$ cat src/rtl/pass_attempt_ctrl_pkg.sv
// Shared definitions for the password-attempt sequencer: state encodings,
// default password width and the lock-level saturating increment.
package pass_attempt_ctrl_pkg;

  typedef enum logic [2:0] {
    S_IDLE  = 3'd0,
    S_CHECK = 3'd1,
    S_GRANT = 3'd2,
    S_DENY  = 3'd3,
    S_LOCK  = 3'd4
  } state_e;

  localparam int DEFAULT_PASS_W = 2;

  // Lock escalation level saturates at 3 (8x base lockout length).
  function automatic logic [1:0] lock_level_inc(input logic [1:0] lvl);
    return (lvl == 2'd3) ? 2'd3 : lvl + 2'd1;
  endfunction

endpackage

$ cat src/rtl/pass_attempt_ctrl_cycle_timer.sv
// Loadable down-counter with a zero flag; stops at zero instead of wrapping.
// Shared by the grant and lockout phases, which never overlap.
module cycle_timer #(
  parameter int W = 4
) (
  input  logic         clk,
  input  logic         rst,
  input  logic         load,
  input  logic [W-1:0] load_val,
  input  logic         en,
  output logic         zero
);

  logic [W-1:0] count_q;
  logic [W-1:0] count_d;

  always_comb begin
    count_d = count_q;
    if (load) begin
      count_d = load_val;
    end else if (en && (count_q != {W{1'b0}})) begin
      count_d = count_q - {{(W-1){1'b0}}, 1'b1};
    end else begin
      count_d = count_q;
    end
  end

  always_ff @(posedge clk) begin
    if (rst) begin
      count_q <= {W{1'b0}};
    end else begin
      count_q <= count_d;
    end
  end

  assign zero = (count_q == {W{1'b0}});

endmodule

$ cat src/rtl/pass_attempt_ctrl.sv
// Password attempt sequencer: latches an entry, checks the comparator result and
// issues grant / deny / lockout. Define LOCK_ESCALATE_EN for escalating lockouts.
module pass_attempt_ctrl
  import pass_attempt_ctrl_pkg::*;
#(
  parameter  int PASS_W       = DEFAULT_PASS_W,
  parameter  int MAX_TRIES    = 3,
  parameter  int GRANT_CYCLES = 8,
  parameter  int LOCK_CYCLES  = 16,
  localparam int TRIES_W      = $clog2(MAX_TRIES + 1)
) (
  input  logic              clk,
  input  logic              rst,
  input  logic [PASS_W-1:0] pass_in,
  input  logic              pass_valid,
  input  logic              equal,
  output logic [PASS_W-1:0] pass_out,
  output logic              grant,
  output logic              deny,
  output logic              locked,
  output logic [TRIES_W-1:0] tries_left,
  output logic              busy
);

`ifdef LOCK_ESCALATE_EN
  localparam int MAX_LOCK = LOCK_CYCLES * 8;
`else
  localparam int MAX_LOCK = LOCK_CYCLES;
`endif
  localparam int TMAX    = (MAX_LOCK > GRANT_CYCLES) ? MAX_LOCK : GRANT_CYCLES;
  localparam int TIMER_W = (TMAX > 1) ? $clog2(TMAX) : 1;
  localparam logic [TIMER_W-1:0] GRANT_LOAD = TIMER_W'(GRANT_CYCLES - 1);
  localparam logic [TRIES_W-1:0] MAX_FAIL   = TRIES_W'(MAX_TRIES);

  state_e              state_q, state_d;
  logic [PASS_W-1:0]   pass_out_q, pass_out_d;
  logic [TRIES_W-1:0]  fail_cnt_q, fail_cnt_d;
  logic [TRIES_W-1:0]  tries_left_q, tries_left_d;
  logic                grant_q, grant_d;
  logic                deny_q, deny_d;
  logic                locked_q, locked_d;
  logic                busy_q, busy_d;
  logic                tmr_load;
  logic [TIMER_W-1:0]  tmr_val;
  logic                tmr_en;
  logic                tmr_zero;
  logic [TIMER_W-1:0]  lock_load;

`ifdef LOCK_ESCALATE_EN
  logic [1:0] lock_level_q, lock_level_d;
  // Lockout length doubles with each lock entry since the last grant.
  assign lock_load = TIMER_W'((LOCK_CYCLES << lock_level_q) - 1);
`else
  assign lock_load = TIMER_W'(LOCK_CYCLES - 1);
`endif

  assign tmr_en = (state_q == S_GRANT) || (state_q == S_LOCK);

  cycle_timer #(.W(TIMER_W)) u_timer (
    .clk      (clk),
    .rst      (rst),
    .load     (tmr_load),
    .load_val (tmr_val),
    .en       (tmr_en),
    .zero     (tmr_zero)
  );

  always_comb begin
    state_d    = state_q;
    pass_out_d = pass_out_q;
    fail_cnt_d = fail_cnt_q;
    tmr_load   = 1'b0;
    tmr_val    = {TIMER_W{1'b0}};
`ifdef LOCK_ESCALATE_EN
    lock_level_d = lock_level_q;
`endif
    case (state_q)
      S_IDLE: begin
        if (pass_valid) begin
          pass_out_d = pass_in;
          state_d    = S_CHECK;
        end else begin
          state_d = S_IDLE;
        end
      end
      S_CHECK: begin
        if (equal) begin
          fail_cnt_d = {TRIES_W{1'b0}};
          tmr_load   = 1'b1;
          tmr_val    = GRANT_LOAD;
          state_d    = S_GRANT;
`ifdef LOCK_ESCALATE_EN
          lock_level_d = 2'd0;
`endif
        end else if (({1'b0, fail_cnt_q} + {{TRIES_W{1'b0}}, 1'b1}) < {1'b0, MAX_FAIL}) begin
          fail_cnt_d = fail_cnt_q + {{(TRIES_W-1){1'b0}}, 1'b1};
          state_d    = S_DENY;
        end else begin
          fail_cnt_d = MAX_FAIL;
          tmr_load   = 1'b1;
          tmr_val    = lock_load;
          state_d    = S_LOCK;
`ifdef LOCK_ESCALATE_EN
          lock_level_d = lock_level_inc(lock_level_q);
`endif
        end
      end
      S_GRANT: begin
        if (tmr_zero) begin
          state_d = S_IDLE;
        end else begin
          state_d = S_GRANT;
        end
      end
      S_DENY: begin
        state_d = S_IDLE;
      end
      S_LOCK: begin
        if (tmr_zero) begin
          fail_cnt_d = {TRIES_W{1'b0}};
          state_d    = S_IDLE;
        end else begin
          state_d = S_LOCK;
        end
      end
      default: begin
        state_d = S_IDLE;
      end
    endcase

    // Outputs are decoded from the next state so they register in step with it.
    grant_d      = (state_d == S_GRANT);
    deny_d       = (state_d == S_DENY);
    locked_d     = (state_d == S_LOCK);
    busy_d       = (state_d != S_IDLE);
    tries_left_d = MAX_FAIL - fail_cnt_d;
  end

  always_ff @(posedge clk) begin
    if (rst) begin
      state_q      <= S_IDLE;
      pass_out_q   <= {PASS_W{1'b0}};
      fail_cnt_q   <= {TRIES_W{1'b0}};
      tries_left_q <= MAX_FAIL;
      grant_q      <= 1'b0;
      deny_q       <= 1'b0;
      locked_q     <= 1'b0;
      busy_q       <= 1'b0;
`ifdef LOCK_ESCALATE_EN
      lock_level_q <= 2'd0;
`endif
    end else begin
      state_q      <= state_d;
      pass_out_q   <= pass_out_d;
      fail_cnt_q   <= fail_cnt_d;
      tries_left_q <= tries_left_d;
      grant_q      <= grant_d;
      deny_q       <= deny_d;
      locked_q     <= locked_d;
      busy_q       <= busy_d;
`ifdef LOCK_ESCALATE_EN
      lock_level_q <= lock_level_d;
`endif
    end
  end

  assign pass_out   = pass_out_q;
  assign grant      = grant_q;
  assign deny       = deny_q;
  assign locked     = locked_q;
  assign tries_left = tries_left_q;
  assign busy       = busy_q;

endmodule

$ cat config.mk
export PLATFORM = sky130hd
export DESIGN_NAME = pass_attempt_ctrl
export DESIGN_NICKNAME = d
export VERILOG_FILES = /design/src/rtl/pass_attempt_ctrl_pkg.sv /design/src/rtl/pass_attempt_ctrl_cycle_timer.sv /design/src/rtl/pass_attempt_ctrl.sv
export SDC_FILE = /design/constraint.sdc
export NUM_CORES = 1
export LEC_CHECK = 0
export BUFFER_PORTS_ARGS = -buffer_cell sky130_fd_sc_hd__buf_2
export CORE_MARGIN = 2
export CORE_UTILIZATION = 40
export DETAILED_ROUTE_END_ITERATION = 8
export PLACE_DENSITY_LB_ADDON = 0.2
export SYNTH_ARGS = -nofsm -noshare
export SYNTH_HDL_FRONTEND = slang
export SYNTH_SLANG_ARGS = --single-unit
$ cat constraint.sdc
create_clock -name clk -period 1.8 [get_ports clk]
set_input_delay 0.27 -clock clk [delete_from_list [all_inputs] [get_ports clk]]
set_output_delay 0.27 -clock clk [all_outputs]
set_load 0.1 [all_outputs]
==> parameters.txt <==
Parameter                              Value

Critical path
  Top Family by Delay on Critical Path ... simple AND/OR/NAND/NOR gates
  Chain of cells forming the critical path ... inv_1 > ha_1 > or3b_1 > a32oi_2 > a221oi_1
  WP depth ... 5
  Number of cell instances on the worst register-to-register path ... 5
  Type of element capturing the critical path ... flip-flop
  Element type at the critical path start ... flip-flop
  Maximum cell stage delay along the critical path ... 0.47 ns
  Sum of buffers and inverters on the critical path ... 1
  Crit path DAT ... 1.84 ns
  Category of the critical setup timing path ... reg2reg
  Crit path max fanout ... 6
  Critical Path RT ... 1.98 ns
  Worst-path cell with the longest stage delay ... or3b_1

Logic synthesis
  Post-synthesis cell area ... 823 sq um
  Synth cell types ... 38
  Number of synthesized flops with an enable pin ... 0
  Count of mapped cells out of synthesis ... 88
  Main area contributors after synthesis ... dfxtp_1, nand2b_1, a211oi_1, inv_1, buf_2
  Mean area per synthesized cell ... 9.36 sq um
  Most instantiated library cell after synthesis ... dfxtp_1
  Number of nets in the synthesized netlist ... 95
  Post-synthesis register bit count ... 17
  Async set-reset flop share out of synthesis ... 0%
  Portion of the post-synthesis area used by sequential elements ... 41.3%
  Ranking of synthesized cells by instance count ... dfxtp_1, inv_1, nand2b_1
  Most common flop cell mapped by yosys ... dfxtp_1
  Largest area contributor in the netlist ... dfxtp_1
  Yosys top cell area share ... 41.3%
  Yosys warning count ... 0

Detailed routing
  Drt first-iter violations ... 13
  First-pass detailed-route iteration total ... 4
  Vias per Instance ... 5.52
  Post-route DRC ... 0
  Average wire length per cell after detail routing ... 13.1 um
  Final WL ... 1690 um
  Overall via count from detail_route ... 712
  Count of antenna-violating nets left after detailed routing ... 0

Clock network
  Sink Count ... 17
  Clk pin slew, worst setup/hold paths ... 0.11 ns
  Post-cts sizing count ... 0
  Maximum count of clock buffers along a single path ... 2
  Htree depth ... 1
  Number of post-CTS setup repair buffers ... 0
  Clock tree from TritonCTS ... done
  Number of buffers inserted by hold repair at cts ... 0
  Inserted Clock Buffers ... 3
  CTS Root Cell ... clkbuf_4
  Insertion delay of the later-clocked pin in the worst-skew pair ... 0.29 ns

STA
  Post-route minimum period ... 1.66 ns
  Least-Margin Pin Slew ... 0.486 ns
  Total Negative Setup Slacks ... 0 ns
  Final Cycle Share ... 92.3%
  Unrepaired setup endpoints after global routing ... false
  Final count of pins violating max slew ... 0
  Setup violation total in the final timing report ... 0
  Post-Route Skew ... 0.0101 ns
  Relative slew slack ... 67.5%
  Highest clock rate ... 602 MHz
  Final critical-path setup slack ... 0.138 ns
  Smallest hold slack ... 0.216 ns
  Hold Vio Cnt, Final ... 0

Power
  Total chip power ... 0.846 mW
  Power per standard cell area ... 892 nW/um^2
  Worst supply voltage drop on vdd ... 0.000585 V
  Total leakage power ... 0.375 nW

Die
  Starting utilization of the core area ... 42.4%
  Core ar. ... 1940 sq um
  Total Die Area ... 2440 sq um
  Chip Width ... 49.4 um
  Ports ... 14
  Die height ... 49.4 um
  Number of rows created at floorplan ... 16

Finish
  Final standard cell area without fillers ... 948 sq um
  Final cell count without fillers ... 129
  Core Util, Final ... 48.8%
  Number of inserted diodes ... 0
  Net count reported at finish ... 110
  Fraction of layout instances using a drive strength above 1 ... 23.5%
  Layout-stage area growth over the synthesis result ... 15.2%

Global route
  Initial antenna violation count ... 0
  Maximum number of pins on one net before global-route repair ... 17
  Global-route wire length before repair ... 2900 um
  Number of global-route vias before repair ... 642
  Global routing usage summed across all routing layers ... 15.5%
  Total global routing overflow ... 0

Placed design
  Placed Instances ... 125
  Port Buf Inserts ... 13
  Placement-stage worst setup slack ... 0.0886 ns
  Placed Instance Area ... 913 sq um
  DP HPWL ... 1230 um
  Routability congestion estimate ... 0.747

Hold path
  WHS Path Cells ... 3
  Type of the most critical hold path ... in2reg

Job
  Max Cap Viol ... 0

Run status
  Run status ... complete, no violations
==> path summary, 6_finish.rpt <==
kind / from / slack (ns) / endpoint
setup / recovery: u_timer.count_q[0] / 0.14 / u_timer.count_q[1]
hold / removal: pass_in[0] / 0.22 / pass_out[0]
setup reg to reg: u_timer.count_q[0] / 0.14 / u_timer.count_q[1]
hold reg to reg: pass_out[0] / 0.50 / pass_out[0]
==> cell type report <==
class	count	area [sq um]
Sequential cell	17	340
Inverter	8	30.0
Clock buffer	3	22.5
Fill cell	203	993
Timing Repair Buffer	15	80.1
Multi-Input combinational cell	58	437
Tap cell	27	33.8
Clock inverter	1	5.00
==> sequential cells by signal, summed over array words and instances, names as in the netlist <==
register         cells
fail_cnt_q           2
grant                1
locked               1
deny                 1
u_timer.count_q      4
busy                 1
pass_out             2
tries_left           2
state_q              3
==> per-layer routing <==
| layer | wire length (um) | vias up | part of all wire, % | GRT usage [%] |
|---|---|---|---|---|
| li1 | - | 355 | - | - |
| met1 | 819 | 338 | 48 | 20.4 |
| met2 | 794 | 17 | 47 | 23.9 |
| met3 | 61 | 2 | 3.6 | 3.07 |
| met4 | 15 | 0 | 0.89 | 8.10 |
| met5 | 0 | - | 0 | 0 |
==> worst min-delay path, cell delays in order <==
cell	delay (ns)
buf_2	0.07
mux2i_1	0.05
nor2_1	0.07
==> report_power, final <==
part / switching, mW / internal [mW]
registers: 0.0191 / 0.399
clock network: 0.123 / 0.0826
logic: 0.156 / 0.0661
==> logic make-up (layout without fill, tap and decap cells) <==
family,Yosys count,after routing,share of synthesized area (%)
AOI/OAI and AO/OA,24,24,22.5
xor gates and xnor gates,2,2,2.13
adders and majority gates,1,1,1.52
DFF,17,17,41.3
and+or+nand+nor,29,29,23.6
buffers and inverters,13,27,6.53
muxes,2,2,2.43
==> cell usage in the layout, fill, tap and decap left out, types with 2 or more instances in the layout <==
cell type,synthesis,routed
dfxtp_1,17,17
buf_2,4,13
inv_1,8,8
nand2b_1,7,7
a211oi_1,4,4
nor3_1,4,4
o21ai_0,3,3
nor2_1,3,3
a31oi_1,3,3
clkbuf_4,0,3
or3b_1,2,2
nor3b_1,2,2
a21oi_1,2,2
mux2i_1,2,2
nand2_1,2,2
buf_4,0,2
Power figures use the tool's default switching activity.
